<file path="src/rtl/uart_pkg.sv">
// Shared types for the UART transmit path.
package uart_pkg;

  typedef enum logic [1:0] {
    ARB_IDLE,
    ARB_GRANT,
    ARB_START,
    ARB_WAIT
  } arb_state;

endpackage

</file>
<file path="src/rtl/uart_tx_arbiter_rr_pick.sv">
// Round-robin pick: first asserted request at or above ptr, wrapping to 0.
// Purely combinational, no handshake of its own.
module rr_pick #(
  parameter int NREQ = 4
) (
  input  logic [NREQ-1:0]         req,
  input  logic [$clog2(NREQ)-1:0] ptr,
  output logic [$clog2(NREQ)-1:0] win_id,
  output logic                    any_valid
);

  localparam int IW = $clog2(NREQ);

  function automatic logic [IW-1:0] wrap_idx(input logic [IW-1:0] base, input int k);
    int s;
    s = int'(base) + k;
    if (s >= NREQ) s = s - NREQ;
    return IW'(s);
  endfunction

  // Scan from the farthest offset down so the nearest match is written last.
  always_comb begin
    win_id    = '0;
    any_valid = 1'b0;
    for (int k = NREQ - 1; k >= 0; k--) begin
      if (req[wrap_idx(ptr, k)]) begin
        win_id    = wrap_idx(ptr, k);
        any_valid = 1'b1;
      end
    end
  end

endmodule

</file>
<file path="src/rtl/uart_tx_arbiter.sv">
// Shares one UART transmitter among NREQ sources, one whole message per grant; tx_start 2 cycles after
// valid from idle, req_ready combinational on owner valid. UART_ARB_TIMEOUT_EN releases a stalled grant.
module uart_tx_arbiter
  import uart_pkg::*;
#(
  parameter int NREQ    = 4,
  parameter int DBIT    = 8,
  parameter int TIMEOUT = 1024
) (
  input  logic                    clk,
  input  logic                    rst_n,
  input  logic [NREQ-1:0]         req_valid,
  input  logic [DBIT-1:0]         req_data [NREQ],
  input  logic [NREQ-1:0]         req_last,
  output logic [NREQ-1:0]         req_ready,
  output logic                    tx_start,
  output logic [DBIT-1:0]         tx_data,
  input  logic                    tx_done_tick,
  output logic [$clog2(NREQ)-1:0] grant_id,
  output logic                    busy
);

  localparam int IW = $clog2(NREQ);

  arb_state      state, state_nxt;
  logic [IW-1:0] ptr;
  logic [IW-1:0] win_id;
  logic [IW-1:0] gid_inc;
  logic          any_valid;
  logic          last_q;
  logic          own_vld;
  logic          accept;
  logic          timed_out;

  assign own_vld = req_valid[grant_id];
  assign accept  = (state == ARB_GRANT) && own_vld;
  assign gid_inc = (grant_id == IW'(NREQ - 1)) ? '0 : grant_id + IW'(1);

`ifdef UART_ARB_TIMEOUT_EN
  localparam int CW = $clog2(TIMEOUT + 1);
  logic [CW-1:0] idle_cnt;

  assign timed_out = (state == ARB_GRANT) && !own_vld && (idle_cnt == CW'(TIMEOUT - 1));

  always_ff @(posedge clk) begin
    if (!rst_n)
      idle_cnt <= '0;
    else if ((state == ARB_GRANT) && !own_vld && !timed_out)
      idle_cnt <= idle_cnt + CW'(1);
    else
      idle_cnt <= '0;
  end
`else
  logic unused_timeout;
  assign unused_timeout = (TIMEOUT > 0);
  assign timed_out      = 1'b0;
`endif

  rr_pick #(.NREQ(NREQ)) u_rr_pick (
    .req       (req_valid),
    .ptr       (ptr),
    .win_id    (win_id),
    .any_valid (any_valid)
  );

  always_ff @(posedge clk) begin
    if (!rst_n) state <= ARB_IDLE;
    else        state <= state_nxt;
  end

  always_comb begin
    state_nxt = state;
    case (state)
      ARB_IDLE:  if (any_valid) state_nxt = ARB_GRANT;
      ARB_GRANT: begin
        if (own_vld)        state_nxt = ARB_START;
        else if (timed_out) state_nxt = ARB_IDLE;
      end
      ARB_START: state_nxt = ARB_WAIT;
      ARB_WAIT:  if (tx_done_tick) state_nxt = last_q ? ARB_IDLE : ARB_GRANT;
      default:   state_nxt = ARB_IDLE;
    endcase
  end

  always_comb begin
    req_ready = '0;
    if (accept) req_ready[grant_id] = 1'b1;
    tx_start = (state == ARB_START);
    busy     = (state != ARB_IDLE);
  end

  // grant_id keeps the last owner while idle; ptr only moves when a grant ends.
  always_ff @(posedge clk) begin
    if (!rst_n) begin
      ptr      <= '0;
      grant_id <= '0;
      tx_data  <= '0;
      last_q   <= 1'b0;
    end else begin
      if ((state == ARB_IDLE) && any_valid) grant_id <= win_id;
      if (accept) begin
        tx_data <= req_data[grant_id];
        last_q  <= req_last[grant_id];
      end
      if (((state == ARB_WAIT) && tx_done_tick && last_q) || timed_out) ptr <= gid_inc;
    end
  end

endmodule

</file>
<file path="config.mk">
export PLATFORM = sky130hd
export DESIGN_NAME = uart_tx_arbiter
export DESIGN_NICKNAME = d
export VERILOG_FILES = /design/src/rtl/uart_pkg.sv /design/src/rtl/uart_tx_arbiter_rr_pick.sv /design/src/rtl/uart_tx_arbiter.sv
export SDC_FILE = /design/constraint.sdc
export NUM_CORES = 1
export LEC_CHECK = 0
export CAP_MARGIN = 20
export CORE_MARGIN = 3
export CORE_UTILIZATION = 43
export CTS_BUF_LIST = sky130_fd_sc_hd__clkbuf_2 sky130_fd_sc_hd__clkbuf_4 sky130_fd_sc_hd__clkbuf_8
export DETAILED_ROUTE_END_ITERATION = 7
export PLACE_DENSITY = 0.88
export SYNTH_ARGS = -nofsm -noshare
export SYNTH_HDL_FRONTEND = slang
export SYNTH_SLANG_ARGS = --single-unit
</file>
<file path="constraint.sdc">
create_clock -name clk -period 3.73 [get_ports clk]
set_input_delay 0.5595 -clock clk [delete_from_list [all_inputs] [get_ports clk]]
set_output_delay 0.5595 -clock clk [all_outputs]
set_load 0.01 [all_outputs]
</file>
==> results by group, run 1 <==
Route
  • Met2 WL: 1290 um
  • DRT iter0 DRCs: 18
  • Highest routed layer: met4
  • Wirelength, routed: 2810 um
  • Vias: 977
  • WL met3: 256 um
  • Iteration count of the initial detailed-routing pass: 4
  • Post-DRT Antenna Nets: 0
  • DRC Markers: 0
  • Vias per cell: 5.25
  • Routed WL per cell: 15.1 um
  • Met1 WL: 1230 um

Setup path
  • Crit. End Element: primary output
  • R2R Path Start: grant_id[0]$_SDFFE_PN0P_
  • Worst r2r path cells: 5
  • Worst Path Arrival: 2390 ps
  • Crit path launch type: input pin
  • Worst R2R Setup Slack: 1910 ps
  • Worst Path Required: 3170 ps
  • Critical Path Fanout Max: 6
  • Kind of critical path: in2out
  • R2r endpoint: tx_data[6]$_SDFFE_PN0P_

Cells and area
  • Filler Cell Count: 167
  • Ant diodes: 0
  • Layout area overhead: 59.4%
  • Share of cells above drive strength 1: 12.0%
  • FF+latch area: 300 um2
  • Total Nets Final: 210
  • Final instance area: 1710 um2
  • Multi-input logic area: 731 um2

Place
  • Placed instance area: 1680 um2
  • Final HPWL DP: 2250 um
  • Pre-CTS setup slack: 788 ps
  • I/O Buffers: 58
  • Gpl congestion: 0.772

Logic synthesis
  • Top cells by area in the synthesized netlist: dfxtp_1, mux4_2, mux2i_1
  • Synth area leader: dfxtp_1
  • Sequential-to-total area share from yosys stat: 28.0%
  • Asr flop ratio synth: 0%
  • Ys Warns: 0
  • Post-Synthesis Cells: 98
  • Yosys reg bits: 15
  • Post-synth EDFFs: 0
  • Top-area cell type share of the netlist area: 28.0%
  • Mapped Nets: 149
  • Top FF cell, synth: dfxtp_1
  • Post-synthesis cell type count: 29
  • Top-count cell post-synth: dfxtp_1
  • Mapped Area: 1070 um2
  • Commonest cells post-synth: dfxtp_1, mux2i_1, nor2b_1
  • Mapped Avg Cell Area: 11.0 um2

Floorplan
  • Initial Utilization: 46.7%
  • Die area: 3130 um2
  • I/O pin cnt: 59
  • Cell Rows: 17
  • Die Ht: 56.0 um
  • Core Box Area: 2300 um2
  • Width of the die: 56.0 um

Clock network
  • Clock Root Buffer: clkbuf_4
  • H-Tree Level Count: 1
  • CTS buffer count: 3
  • CTS tree: yes
  • Clock sinks: 15
  • Clock buffer depth: 2
  • Postcts setup bufs: 0
  • Clk Latency, worst-skew pair: 280 ps
  • Hold_buf cts: 0
  • Reg clk slew, reported paths: 90 ps
  • Post-cts sizing count: 0

Global route
  • Number of global-route vias before repair: 1,013
  • Global route total overflow: 0
  • Total Routing Usage GR: 19.2%
  • Initial antenna violation count: 0
  • First-pass GRT wire length: 4710 um
  • Largest net degree at the start of global routing: 18

Power
  • Seq pwr share: 32.5%
  • P_sw: 236 uW
  • Part of the power in the clock network: 13.4%
  • Lkg Pwr: 0.000695 uW
  • Power share of the combinational group: 54.1%
  • Switching share of power: 35.1%
  • Largest vdd supply drop: 0.299 mV
  • PD cells: 393 nW/um2
  • Internal: 436 uW
  • Overall power: 673 uW

Timing
  • Final hold vios: 0
  • Setup slack after layout: 779 ps
  • Setup TNS: 0 ps
  • Pins over their slew limit: 0
  • Min cycle time layout: 2950 ps
  • Unrepaired setup endpoints after global routing: false
  • Final setup violation count: 0
  • Clock Skew: 4.36 ps
  • Relative slew margins: 60.2%
  • Final worst path period share: 79.1%
  • Fmax achieved: 0.339 GHz
  • Worst-margin pin slew: 596 ps

Worst hold path
  • Hold Crit Depth: 2
  • HP Class: reg2reg
  • HP Start: state[1]$_SDFFE_PN0P_
  • Hold Crit Endpoint: state[1]$_SDFFE_PN0P_

Run status
  • Status: completed

Run
  • Max-cap violations: 0
metrics by stage:
step	hold WS, ps	instances	utilization [%]
finish	518	186	74.5
global route	565	186	74.5
CTS	526	186	74.5
detailed placement	511	182	73.3
global placement	485	182	73.3
floorplan	468	98	-
area by class of cell:
type / count / share of cell area, %
repair buffers: 59 / 34.4
clock inverters: 1 / 0.292
inverters: 8 / 1.75
well taps: 28 / 2.05
multi-input cells: 72 / 42.7
clock buffers: 3 / 1.32
flip-flops and latches: 15 / 17.5
power by group through the flow:
stage                     sequential [uW]  clock [uW]  combinational [uW]
after floorplan                       227           0                 204
after global placement                220           0                 352
after detailed placement              222           0                 364
after CTS                             219        94.3                 367
after global routing                  225         104                 394
final                                 219        90.3                 364
worst max-delay path by stage:
stage | startpoint | to | slack (ps) | depth (start not counted)
floorplan | grant_id[0]$_SDFFE_PN0P_ | req_ready[2] | 1820 | 2
global placement | req_valid[0] | req_ready[3] | 840 | 4
detailed placement | req_valid[0] | req_ready[3] | 790 | 4
CTS | req_valid[0] | req_ready[3] | 780 | 4
global route | req_valid[0] | req_ready[3] | 730 | 4
finish | req_valid[0] | req_ready[3] | 780 | 4
sequential cells by signal, summed over array words and instances, names as in the netlist:
name and cells:
tx_data 8, grant_id 2, ptr 2, state 2
last_q 1
kinds of logic after synthesis:
kind of cell | after synthesis | share of synthesized area (%)
compound gates | 13 | 9.32
flops | 15 | 28.0
mux | 22 | 32.9
fa+ha+maj | 8 | 9.32
simple gates | 29 | 16.5
buf+inv | 11 | 3.96
worst max-delay path: stages:
cell and delay (ps):
clkdlybuf4s50_1 510, mux4_2 600, and3_2 250, clkdlybuf4s50_1 470
layout by cell type (no fill, tap or decap), drive strengths merged, types with 2 or more instances in the layout:
cell,n
a21oi,4
and3,4
clkbuf,3
clkdlybuf4s50,58
dfxtp,15
ha,8
inv,8
mux2i,12
mux4,10
nand2,6
nand2b,2
nand3,2
nor2b,11
o221ai,2
routing by layer:
metal	vias up	GRT usage [%]
met2	50	32.4
met4	0	7.12
met1	438	23.0
met3	2	5.34
li1	487	-
met5	-	0
Power figures use the tool's default switching activity.
==> run 2: changes to the inputs <==
CORE_UTILIZATION = 40   (was 43)
PLACE_DENSITY = 0.83   (was 0.88)
clock period = 2.8 ns   (was 3.73 ns; I/O delays follow)
==> results by group, run 2 (synthesized netlist as in run 1, its figures left out) <==
Run
  • Max-cap violations: 0 (unchanged)

Route
  • WL met3: 258 um (+0.78%)
  • DRC Markers: 0 (unchanged)
  • Vias per cell: 5.34 (+1.6%)
  • Met1 WL: 1180 um (-3.7%)
  • Iteration count of the initial detailed-routing pass: 4 (unchanged)
  • Routed WL per cell: 15.0 um (-0.71%)
  • Vias: 1,014 (+3.8%)
  • Post-DRT Antenna Nets: 0 (unchanged)
  • Highest routed layer: met4
  • Met2 WL: 1390 um (+7.4%)
  • DRT iter0 DRCs: 38 (+20)
  • Wirelength, routed: 2850 um (+1.4%)

Setup path
  • Worst Path Arrival: 2220 ps (-170 ps)
  • Crit path launch type: input pin
  • R2R Path Start: grant_id[1]$_SDFFE_PN0P_
  • R2r endpoint: tx_data[3]$_SDFFE_PN0P_
  • Crit path capture: req_ready[2]
  • Critical Path Fanout Max: 6 (unchanged)
  • Worst R2R Setup Slack: 1220 ps (-690 ps)
  • Worst r2r path cells: 4 (-1)
  • Crit. End Element: primary output
  • Worst Path Required: 2380 ps (-790 ps)
  • Crit path launch: req_valid[3]
  • Kind of critical path: in2out

Clock network
  • Clk Latency, worst-skew pair: 290 ps (about the same)
  • Reg clk slew, reported paths: 100 ps (about the same)
  • Post-cts sizing count: 0 (unchanged)
  • Clock Root Buffer: clkbuf_4
  • CTS buffer count: 3 (unchanged)
  • CTS tree: yes
  • H-Tree Level Count: 1 (unchanged)
  • Clock buffer depth: 2 (unchanged)
  • Postcts setup bufs: 0 (unchanged)
  • Clock sinks: 15 (unchanged)
  • Hold_buf cts: 0 (unchanged)

Global route
  • Number of global-route vias before repair: 1,035 (+2.2%)
  • Initial antenna violation count: 0 (unchanged)
  • Total Routing Usage GR: 18.2% (-0.95 points)
  • First-pass GRT wire length: 4760 um (+1.0%)
  • Global route total overflow: 0 (unchanged)
  • Largest net degree at the start of global routing: 18 (unchanged)

Floorplan
  • Width of the die: 57.8 um (+3.3%)
  • Core Box Area: 2520 um2 (+9.8%)
  • Die Ht: 57.8 um (+3.3%)
  • Die area: 3340 um2 (+6.7%)
  • Initial Utilization: 42.6% (-4.2 points)
  • I/O pin cnt: 59 (unchanged)
  • Cell Rows: 18 (+1)

Timing
  • Final hold vios: 0 (unchanged)
  • Worst-margin pin slew: 535 ps (-61.4 ps)
  • Pins over their slew limit: 0 (unchanged)
  • Setup TNS: 0 ps (unchanged)
  • Final worst path period share: 94.4%
  • Worst hold slack: 519 ps (+0.281 ps)
  • Unrepaired setup endpoints after global routing: false
  • Fmax achieved: 0.379 GHz
  • Clock Skew: 1.95 ps (-2.41 ps)
  • Final setup violation count: 0 (unchanged)
  • Relative slew margins: 64.2% (+4.0 points)
  • Min cycle time layout: 2640 ps

Cells and area
  • Total Nets Final: 212 (+0.95%)
  • Final instance area: 1730 um2 (+1.0%)
  • Share of cells above drive strength 1: 13.1% (+1.1 points)
  • Layout area overhead: 61.1%
  • Most frequent cells in the layout: clkdlybuf4s50_1, dfxtp_1, mux2i_1
  • Ant diodes: 0 (unchanged)
  • Most common cell after layout, fill and taps aside: clkdlybuf4s50_1
  • Largest register FFs: 8 (unchanged)
  • Final std cells w/o fill: 190 (+2.2%)
  • Top reg by flops: tx_data

Place
  • Final HPWL DP: 2310 um (+2.6%)
  • Placed cell count: 186 (+2.2%)
  • I/O Buffers: 58 (unchanged)
  • Gpl congestion: 0.724 (-6.2%)
  • Placed instance area: 1700 um2 (+1.0%)

Run status
  • Status: completed

Worst hold path
  • HP Class: reg2reg

Power
  • Lkg Pwr: 0.000705 uW (+1.5%)
  • Overall power: 905 uW (+35%)
  • PD cells: 523 nW/um2 (+33%)
  • Largest vdd supply drop: 0.385 mV (+29%)
## run 2: cell types whose count changed in the layout (fill, tap and decap cells not counted), sizes merged
cell  before  now
buf        1    3
## run 2: per-layer routing
layer | up-vias | global-route usage, %
li1 | 486 | -
met3 | 4 | 4.01
met2 | 49 | 32.4
met5 | - | 0
met1 | 475 | 22.8
met4 | 0 | 2.98
## run 2: through the flow
stage	worst slack (ps)	util, %
2_1_floorplan	1030	-
3_3_place_gp	196	67.5
3_5_place_dp	169	67.5
4_1_cts	169	68.6
5_1_grt	123	68.6
6_report	158	68.6
## run 2: worst min path at each step
stage	endpoint	cells past startpoint	slack [ps]	startpoint
2_1_floorplan	state[1]$_SDFFE_PN0P_	2	470	state[1]$_SDFFE_PN0P_
3_3_place_gp	state[1]$_SDFFE_PN0P_	2	490	state[1]$_SDFFE_PN0P_
3_5_place_dp	state[1]$_SDFFE_PN0P_	2	510	state[1]$_SDFFE_PN0P_
4_1_cts	state[1]$_SDFFE_PN0P_	2	520	state[1]$_SDFFE_PN0P_
5_1_grt	state[1]$_SDFFE_PN0P_	2	560	state[1]$_SDFFE_PN0P_
6_report	state[1]$_SDFFE_PN0P_	2	520	state[1]$_SDFFE_PN0P_
## run 2: critical path, stage by stage
cell and delay, ps:
clkdlybuf4s50_1 500, mux4_2 590, and3_2 240, clkdlybuf4s50_1 470
## run 2: power by group
part	internal, uW	total, uW	switching, uW
clock	53.1	130	76.6
sequential	254	289	35.7
combinational	277	486	209
## run 2: area by class of cell
type | count | area, um2
timing repair buffer | 61 | 603
fill | 206 | 793
sequential | 15 | 300
tap | 30 | 37.5
multi-input combinational | 72 | 731
clock inverter | 1 | 5.00
clock buffer | 3 | 22.5
inverter | 8 | 30.0
==> run 3: changes to the inputs <==
CORE_MARGIN = 5   (was 3)
==> results by group, run 3 (synthesized netlist as in run 1, its figures left out) <==
Run status
  • Status: completed

Place
  • Gpl congestion: 0.798 (+10%)
  • Final HPWL DP: 2390 um (+3.3%)
  • Placed instance area: 1700 um2 (unchanged)
  • I/O Buffers: 58 (unchanged)

Clock network
  • Hold_buf cts: 0 (unchanged)
  • Reg clk slew, reported paths: 100 ps (about the same)
  • Clock sinks: 15 (unchanged)
  • Postcts setup bufs: 0 (unchanged)
  • CTS tree: yes
  • CTS buffer count: 3 (unchanged)
  • Post-cts sizing count: 0 (unchanged)
  • Clk Latency, worst-skew pair: 280 ps (about the same)
  • H-Tree Level Count: 1 (unchanged)
  • Clock buffer depth: 2 (unchanged)
  • Clock Root Buffer: clkbuf_4

Floorplan
  • Die Ht: 61.8 um (+6.9%)
  • Cell Rows: 18 (unchanged)
  • Initial Utilization: 42.6% (unchanged)
  • Core Box Area: 2520 um2 (unchanged)
  • Width of the die: 61.8 um (+6.9%)
  • I/O pin cnt: 59 (unchanged)
  • Die area: 3820 um2 (+14%)

Global route
  • Initial antenna violation count: 0 (unchanged)
  • Global route total overflow: 0 (unchanged)
  • Total Routing Usage GR: 16.0% (-2.2 points)
  • Largest net degree at the start of global routing: 18 (unchanged)
  • First-pass GRT wire length: 4650 um (-2.3%)
  • Number of global-route vias before repair: 1,029 (-0.58%)

Setup path
  • Critical Path Fanout Max: 6 (unchanged)
  • Crit. End Element: primary output
  • Worst Path Arrival: 2220 ps (about the same)
  • Worst Path Required: 2380 ps (about the same)
  • Kind of critical path: in2out
  • Crit path launch type: input pin

Timing
  • Final setup violation count: 0 (unchanged)
  • Pins over their slew limit: 0 (unchanged)
  • Fmax achieved: 0.378 GHz (about the same)
  • Relative slew margins: 64.7% (+0.48 points)
  • Clock Skew: 2.71 ps (+0.767 ps)
  • Min cycle time layout: 2640 ps (+1.85 ps)
  • Setup TNS: 0 ps (unchanged)
  • Final worst path period share: 94.4% (about the same)
  • Final hold vios: 0 (unchanged)
  • Unrepaired setup endpoints after global routing: false
  • Worst-margin pin slew: 527 ps (-7.22 ps)

Power
  • Switching share of power: 35.6% (+0.10 points)
  • Internal: 585 uW (+0.17%)
  • PD cells: 525 nW/um2 (+0.33%)
  • Power share of the combinational group: 54.3% (+0.6 points)
  • Largest vdd supply drop: 0.334 mV (-13%)
  • P_sw: 323 uW (+0.61%)
  • Part of the power in the clock network: 14.3% (about the same)
  • Seq pwr share: 31.4% (-0.6 points)
  • Lkg Pwr: 0.000705 uW (unchanged)

Cells and area
  • Layout area overhead: 61.1% (unchanged)
  • Largest register FFs: 8 (unchanged)
  • Most common cell after layout, fill and taps aside: clkdlybuf4s50_1
  • Most frequent cells in the layout: clkdlybuf4s50_1, dfxtp_1, mux2i_1
  • Share of cells above drive strength 1: 13.1% (unchanged)
  • Final instance area: 1730 um2 (unchanged)
  • Total Nets Final: 212 (unchanged)
  • Ant diodes: 0 (unchanged)
  • Top reg by flops: tx_data

Route
  • Post-DRT Antenna Nets: 0 (unchanged)
  • Vias: 978 (-3.6%)
  • Wirelength, routed: 2970 um (+4.1%)
  • DRT iter0 DRCs: 20 (-47%)
  • Vias per cell: 5.15 (-3.6%)
  • Routed WL per cell: 15.6 um (+4.1%)
  • DRC Markers: 0 (unchanged)
  • Iteration count of the initial detailed-routing pass: 3 (-1)

Run
  • Max-cap violations: 0 (unchanged)

Worst hold path
  • HP Class: reg2reg
==> run 3: cell counts in the layout (fill, tap and decap cells not counted) <==
No cell type changed its count.
==> run 3: power groups by stage <==
stage / clock network [uW] / logic [uW] / registers (uW)
CTS: 135 / 498 / 285
global route: 145 / 534 / 291
global placement: 0 / 481 / 287
finish: 130 / 493 / 285
detailed placement: 0 / 494 / 291
floorplan: 0 / 271 / 302
==> run 3: routing by layer <==
metal  vias to the layer above  wire length [um]  track usage (%)  part of all wire [%]
met1                       444              1150             17.3                    39
met4                         0                21             3.03                  0.71
met2                        47              1450             30.5                    49
met5                         -                 0                0                     0
met3                         2               352             5.17                    12
li1                        485                 -                -                     -
==> run 3: stage by stage <==
step	setup slack (ps)	hold WS, ps	instances	total power [uW]	utilization, %
after floorplan	1030	468	98	574	-
final	156	526	190	908	68.6
after global routing	129	556	190	969	68.6
after CTS	166	531	190	918	68.6
after global placement	199	485	186	768	67.5
after detailed placement	161	505	186	785	67.5
==> run 3: worst paths after layout <==
path	from	to	slack, ps	depth (start not counted)
worst max register to register	grant_id[0]$_SDFFE_PN0P_	state[0]$_SDFFE_PN0P_	1250	4
worst min-delay path	tx_data[6]$_SDFFE_PN0P_	tx_data[6]$_SDFFE_PN0P_	530	2
worst min register to register	tx_data[6]$_SDFFE_PN0P_	tx_data[6]$_SDFFE_PN0P_	530	2
worst max-delay path	req_valid[3]	req_ready[2]	160	4
==> run 3: final cells by class <==
type	count	area, um2
Inverter	8	30.0
Tap cell	30	37.5
Timing Repair Buffer	61	603
Sequential cell	15	300
Multi-Input combinational cell	72	731
Clock inverter	1	5.00
Fill cell	209	793
Clock buffer	3	22.5
==> run 3: critical path, stage by stage <==
cell and delay [ps]:
clkdlybuf4s50_1 500, mux4_2 590, and3_2 240, clkdlybuf4s50_1 470
